`src/rtl/uart_frame_sched.sv`:
```
// Telemetry frame scheduler: snapshots four 16-bit words on request and streams
// a 10-byte frame (header, 8 LE data bytes, checksum) over a valid/ready byte port.
module uart_frame_sched #(
  parameter logic [7:0]  HEADER      = 8'hA5,
  parameter int unsigned AUTO_PERIOD = 0
) (
  input  logic        clk,
  input  logic        rst,
  input  logic        enable,
  input  logic        send_tick,
  input  logic [15:0] x_in,
  input  logic [15:0] y_in,
  input  logic [15:0] set_x_in,
  input  logic [15:0] set_y_in,
  output logic [7:0]  byte_data,
  output logic        byte_valid,
  input  logic        byte_ready,
  output logic        busy,
  output logic        frame_done,
  output logic [7:0]  drop_cnt
);

  localparam int unsigned IDX_W    = 4;
  localparam int unsigned LAST_IDX = 9;
  localparam int unsigned CNT_W    = (AUTO_PERIOD > 1) ? $clog2(AUTO_PERIOD) : 1;

  typedef enum logic {IDLE, SEND} state_t;

  state_t           state, state_nxt;
  logic [IDX_W-1:0] idx, idx_nxt, idx_inc;
  logic [15:0]      snap_x, snap_y, snap_sx, snap_sy;
  logic             load_snap;
  logic [7:0]       byte_data_nxt, drop_cnt_nxt, next_byte, checksum;
  logic             byte_valid_nxt, busy_nxt, frame_done_nxt;
  logic             auto_tick, accept, last_hs;

  // Free-running internal request tick, independent of enable and state
  generate
    if (AUTO_PERIOD == 0) begin : g_no_auto
      assign auto_tick = 1'b0;
    end else begin : g_auto
      logic [CNT_W-1:0] auto_cnt;
      always_ff @(posedge clk or posedge rst) begin
        if (rst) begin
          auto_cnt <= '0;
        end else if (auto_cnt == CNT_W'(AUTO_PERIOD - 1)) begin
          auto_cnt <= '0;
        end else begin
          auto_cnt <= auto_cnt + CNT_W'(1);
        end
      end
      assign auto_tick = (auto_cnt == CNT_W'(AUTO_PERIOD - 1));
    end
  endgenerate

  assign accept  = (send_tick | auto_tick) & enable;
  assign last_hs = byte_ready && (idx == IDX_W'(LAST_IDX));
  assign idx_inc = idx + IDX_W'(1);

  assign checksum = snap_x[7:0]  + snap_x[15:8]  + snap_y[7:0]  + snap_y[15:8] +
                    snap_sx[7:0] + snap_sx[15:8] + snap_sy[7:0] + snap_sy[15:8];

  // Byte to present after the current one is accepted
  always_comb begin
    next_byte = checksum;
    case (idx_inc)
      4'd1:    next_byte = snap_x[7:0];
      4'd2:    next_byte = snap_x[15:8];
      4'd3:    next_byte = snap_y[7:0];
      4'd4:    next_byte = snap_y[15:8];
      4'd5:    next_byte = snap_sx[7:0];
      4'd6:    next_byte = snap_sx[15:8];
      4'd7:    next_byte = snap_sy[7:0];
      4'd8:    next_byte = snap_sy[15:8];
      default: next_byte = checksum;
    endcase
  end

  always_ff @(posedge clk or posedge rst) begin
    if (rst) state <= IDLE;
    else     state <= state_nxt;
  end

  always_comb begin
    state_nxt = state;
    case (state)
      IDLE:    if (accept)  state_nxt = SEND;
      SEND:    if (last_hs) state_nxt = IDLE;
      default: state_nxt = IDLE;
    endcase
  end

  // Next values for the registered outputs and datapath
  always_comb begin
    byte_data_nxt  = byte_data;
    byte_valid_nxt = byte_valid;
    busy_nxt       = busy;
    frame_done_nxt = 1'b0;
    idx_nxt        = idx;
    drop_cnt_nxt   = drop_cnt;
    load_snap      = 1'b0;
    case (state)
      IDLE: begin
        if (accept) begin
          load_snap      = 1'b1;
          byte_data_nxt  = HEADER;
          byte_valid_nxt = 1'b1;
          busy_nxt       = 1'b1;
          idx_nxt        = '0;
        end
      end
      SEND: begin
        // Requests are dropped up to and including the final handshake edge
        if (accept && (drop_cnt != 8'hFF)) drop_cnt_nxt = drop_cnt + 8'd1;
        if (last_hs) begin
          byte_valid_nxt = 1'b0;
          busy_nxt       = 1'b0;
          frame_done_nxt = 1'b1;
        end else if (byte_ready) begin
          idx_nxt       = idx_inc;
          byte_data_nxt = next_byte;
        end
      end
      default: ;
    endcase
  end

  always_ff @(posedge clk or posedge rst) begin
    if (rst) begin
      byte_data  <= '0;
      byte_valid <= 1'b0;
      busy       <= 1'b0;
      frame_done <= 1'b0;
      drop_cnt   <= '0;
      idx        <= '0;
      snap_x     <= '0;
      snap_y     <= '0;
      snap_sx    <= '0;
      snap_sy    <= '0;
    end else begin
      byte_data  <= byte_data_nxt;
      byte_valid <= byte_valid_nxt;
      busy       <= busy_nxt;
      frame_done <= frame_done_nxt;
      drop_cnt   <= drop_cnt_nxt;
      idx        <= idx_nxt;
      if (load_snap) begin
        snap_x  <= x_in;
        snap_y  <= y_in;
        snap_sx <= set_x_in;
        snap_sy <= set_y_in;
      end
    end
  end

endmodule

```
`config.mk`:
```
export PLATFORM = sky130hd
export DESIGN_NAME = uart_frame_sched
export DESIGN_NICKNAME = d
export VERILOG_FILES = /design/src/rtl/uart_frame_sched.sv
export SDC_FILE = /design/constraint.sdc
export NUM_CORES = 1
export LEC_CHECK = 0
export BUFFER_PORTS_ARGS = -buffer_cell sky130_fd_sc_hd__buf_2
export CORE_AREA = 2 2 140 142
export DETAILED_ROUTE_END_ITERATION = 7
export DIE_AREA = 0 0 142 144
export GPL_ROUTABILITY_DRIVEN = 0
export PLACE_DENSITY_LB_ADDON = 0.1
export RECOVER_POWER = 50
export SYNTH_ARGS = -nofsm -noshare
export SYNTH_HDL_FRONTEND = slang
export SYNTH_SLANG_ARGS = --single-unit
```
`constraint.sdc`:
```
create_clock -name clk -period 7.39 [get_ports clk]
set_input_delay 0.739 -clock clk [delete_from_list [all_inputs] [get_ports clk]]
set_output_delay 0.739 -clock clk [all_outputs]
set_load 0.01 [all_outputs]
```
; Yosys cells after proc, flatten, opt, wreduce, memory -nomap -nowiden
; Index checks and enable logic that the tools add are counted.
[totals]
word_cells = 58
ff_bits = 87
[op_classes]
n_addsub = 9
n_reduce_logical = 5
eq_ne = 14
n_mux = 18
bitwise = 2
[op_table]
columns = op, count
row1 = one-hot mux 8 bit (8 select lines), 1
row2 = adder 8 bit, 7
row3 = 2-to-1 mux 8 bit, 3
row4 = "== test 4 x 3 -> 1 bit, second input constant", 4
row5 = one-hot mux 8 bit (2 select lines), 1
row6 = 2-to-1 mux 4 bit, 3
row7 = "adder 8 x 1 -> 8 bit, second input constant", 1
row8 = "== test 4 x 2 -> 1 bit, second input constant", 2
row9 = "== test 4 bit, second input constant", 2
row10 = "!= test 8 bit, second input constant", 1
row11 = one-hot mux 4 bit (2 select lines), 1
row12 = 2-to-1 mux 1 bit, 7
row13 = "!= test 2 bit, second input constant", 3
row14 = "adder 4 x 1 -> 4 bit, second input constant", 1
row15 = "== test 4 x 1 -> 1 bit, second input constant", 1
row16 = one-hot mux 1 bit (2 select lines), 2
row17 = AND reduction 2 bit, 2
row18 = AND reduction 3 bit, 1
row19 = logical AND 1 bit, 2
row20 = "!= test 2 x 1 -> 1 bit, second input constant", 1
row21 = bitwise AND 1 bit, 1
row22 = NOT 1 bit, 1

; Longest topological paths before layout
[logic_depth]
ltp_word = 11
depth_mapped = 17
ltp_nobuf = 17

; Worst setup path before layout
; Ideal clock, no wire load.
[synth_timing]
path_type = reg-to-reg
start = reg snap_x[3]
end = reg byte_data[7]
t_required_ns = 7.258
slack_ns = 3.507
path_stages_with_launch = 16
path_buffers = 0
t_arrival_ns = 3.751
cell_sequence = dfrtp_1 inv_1 fa_1 inv_1 fa_1 fa_1 inv_1 fa_1 inv_1 ha_1 a211oi_1 o21bai_1 a21oi_1 xnor3_1 nand2_1 a21oi_1
[synth_between]
elab_chain_cells = 11
[synth_lines]
columns = element, line
row1 = "start, declared", 31  ; logic [15:0] snap_x, snap_y, snap_sx, snap_sy;
row2 = "start signal, assigned", 148  ; snap_x <= x_in;
row3 = adder 8 bit (4 in a row), 60  ; assign checksum = snap_x[7:0] + snap_x[15:8] + snap_y[7:0] + snap_y[15:8] +
row4 = adder 8 bit (3 in a row), 61  ; snap_sx[7:0] + snap_sx[15:8] + snap_sy[7:0] + snap_sy[15:8];
row5 = one-hot mux 8 bit (8 select lines), 66  ; case (idx_inc)
row6 = 2-to-1 mux 8 bit, 119  ; end else if (byte_ready) begin
row7 = 2-to-1 mux 8 bit, 115  ; if (last_hs) begin
row8 = one-hot mux 8 bit (2 select lines), 102  ; case (state)
row9 = "end signal, assigned", 141  ; byte_data <= byte_data_nxt;
row10 = "end, declared", 15  ; output logic [7:0] byte_data,
; No other way between the ends. The select of a mux whose other input is x is not followed.
; A chain may end at the register's enable or synchronous reset.

; Worst setup path in the final report
[layout_timing]
start = reg snap_x[2]
end = reg byte_data[6]
; The elaborated chain is that of the path after synthesis.

==> results.tsv <==
stage	metric	value	unit
setup_path	arrival	4.31	ns
die	die_h	144	um
synth	ys_top_cells_by_area	dfrtp_1 (39%), fa_1 (14%), nand2_1 (9.3%), inv_1 (6.1%), o21ai_0 (4.5%)	
die	fp-row-count	51	
setup_path	critPathCaptureType	flip-flop	
sta	min_period	4.09	ns
grt	grt_max_degree	101	
synth	syn-num-nets	729	
routing	antenna_left	0	
synth	ys_ff_latch	87	
sta	maxSlewHeadroom	25.1	%
synth	synthCells	607	
sta	hold_viol	0	
grt	grt_pass1_vias	4560	
layout	antenna_cells	0	
sta	rsz0062_at_grt	no	
routing	wl	15500	um
die	core_area	19100	um2
sta	fin_skew	0.0128	ns
sta	max_freq	245	MHz
synth	ys_dominant_reg_cell	dfrtp_1	
setup_path	start_kind	flip-flop	
die	start_util	29.3	%
grt	antenna_found_initial	0	
layout	synthToLayoutAreaGrowth	16.9	%
synth	ys_seq_area_share	39.0	%
flow_run	drv_cap	0	
routing	drtIter0Drc	259	
cts	cts-root-buf	clkbuf_16	
layout	multi_input_area	2930	um2
worst_hold_path	hold_class	input port to asynchronous set/reset pin	
cts	clock_path_buffers	2	
synth	synth_edf_count	0	
routing	drcViolationCount	0	
synth	async_flop_share	100	%
routing	viasPerCell	4.77	
setup_path	required	7.61	ns
sta	min_period_over_period	55.3	%
routing	wl_per_cell	16.8	um
grt	grt_pass1_wl	25000	um
routing	routed-via-count	4394	
cts	cts_resized	0	
cts	path_clk_slew	0.07	ns
placement	io_buffers	87	
die	ios	88	
synth	ys_types	56	
cts	clock-sinks	87	
cts	ctsHoldBuffers	0	
setup_path	critical_path_class	flip-flop to flip-flop	
synth	yosysWarnings	0	
layout	final_nets	800	
cts	cts_buffers	9	
synth	synth_top_cell_by_area	dfrtp_1	
synth	syn_avg_cell_area	9.21	um2
synth	netlist_area	5590	um2
cts	postCtsSetupRepairBufs	0	
cts	clk-insertion-delay-late	0.36	ns
routing	first_pass_iters	4	
layout	final_layout_size_suffix_gt1_share	14.2	%
cts	htree_levels	3	
die	fp.dieW	142	um
layout	fillers	1997	
synth	synth_top_area_share	39.0	%
cts	cts_tree	built	
sta	worstMarginPinSlew	1.12	ns
sta	slew_viol_final	0	
sta	final.setup.tns	0	ns
sta	setup_viol_count_final	0	
outcome	status	complete, no violations	
setup_path	cp_max_fo	3	
grt	grt.overflow.total	0	
die	fp.dieArea	20400	um2
grt	grt.total_usage	16.3	%
placement	hpwlAfterDp	11300	um
layout	seq_area	2180	um2
setup_path	reg2reg_slack	3.30	ns
==> worst max-delay path, stage by stage (launching register included) <==
cell     delay, ns
dfrtp_1       0.34
inv_1         0.07
fa_1          0.53
inv_1         0.05
fa_1          0.50
fa_1          0.55
inv_1         0.05
fa_1          0.48
inv_1         0.07
ha_1          0.20
inv_1         0.07
fa_1          0.40
inv_1         0.07
a21o_1        0.10
a21oi_1       0.07
xnor2_1       0.13
a32oi_1       0.19
o31ai_1       0.09
==> through the flow <==
step                      setup WS (ns)  utilization, %  cell area, um2  cells  hold WS [ns]
final                              3.30            34.2            6530    921         0.300
after global routing               2.98            34.2            6530    921         0.309
after CTS                          3.28            34.4            6560    921         0.231
after detailed placement           3.29            32.5            6210    905         0.481
after global placement             3.32            32.5            6210    905         0.475
after floorplan                    3.51               -            5590    607         0.468
==> logic make-up after synthesis <==
group | count (synthesis) | synth area share (%)
fa+ha+maj | 53 | 17.1
flops | 87 | 39.0
compound gates | 137 | 16.6
xor+xnor | 24 | 4.01
mux | 9 | 1.70
simple gates | 175 | 12.9
buf+inv | 122 | 8.69
==> cells in the final DEF (no fill, tap or decap), types with 5 or more instances in the layout <==
| master | n |
|---|---|
| a221oi_1 | 5 |
| a21o_1 | 5 |
| a22oi_1 | 9 |
| clkbuf_1 | 19 |
| inv_1 | 90 |
| a31oi_1 | 5 |
| clkbuf_16 | 9 |
| nor2_1 | 13 |
| mux2i_1 | 7 |
| o22ai_1 | 7 |
| o21ai_0 | 50 |
| a222oi_1 | 5 |
| dfrtp_1 | 87 |
| nand2_1 | 138 |
| buf_2 | 68 |
| ha_1 | 14 |
| a21oi_1 | 19 |
| fa_1 | 39 |
| xnor2_1 | 19 |
==> sequential cells by signal, summed over array words and instances, names as in the netlist <==
signal,cells
snap_sy,16
snap_y,16
byte_data,8
snap_sx,16
drop_cnt,8
snap_x,16
frame_done,1
state,1
idx,4
busy,1
==> layout make-up <==
type	instances	share of cell area, %
Inverter	91	5.25
Timing Repair Buffer	91	6.76
Tap cell	238	4.56
Clock inverter	7	1.84
Multi-Input combinational cell	398	44.8
Sequential cell	87	33.3
Clock buffer	9	3.45
==> cell usage after synthesis, drive strengths merged, types with 8 or more instances <==
cell type	n
ha	14
nor2	13
buf	11
mux2i	8
a22oi	9
dfrtp	87
clkbuf	20
o21ai	51
nand2	138
xnor2	19
a21oi	19
fa	39
inv	91
==> worst paths after layout <==
| kind | from | to | cells after the start |
|---|---|---|---|
| setup reg to reg | snap_x[2]$_DFFE_PP0P_ | byte_data[6]$_DFFE_PP0P_ | 17 |
| max in group asynchronous | rst | snap_sy[0]$_DFFE_PP0P_ | 3 |
| min in group clk | drop_cnt[6]$_DFFE_PP0P_ | drop_cnt[6]$_DFFE_PP0P_ | 1 |
| setup / recovery | snap_x[2]$_DFFE_PP0P_ | byte_data[6]$_DFFE_PP0P_ | 17 |
| hold / removal | rst | snap_x[4]$_DFFE_PP0P_ | 2 |
| hold reg to reg | drop_cnt[6]$_DFFE_PP0P_ | drop_cnt[6]$_DFFE_PP0P_ | 1 |
==> per-layer routing <==
layer | part of all wire (%) | track usage, %
met1 | 46 | 21.5
met2 | 48 | 26.3
met3 | 4.1 | 3.01
met4 | 2.0 | 6.95
met5 | 0 | 0
Power is not shown: default switching activity piles up to over one toggle a cycle in this logic, so the estimate is an artifact.
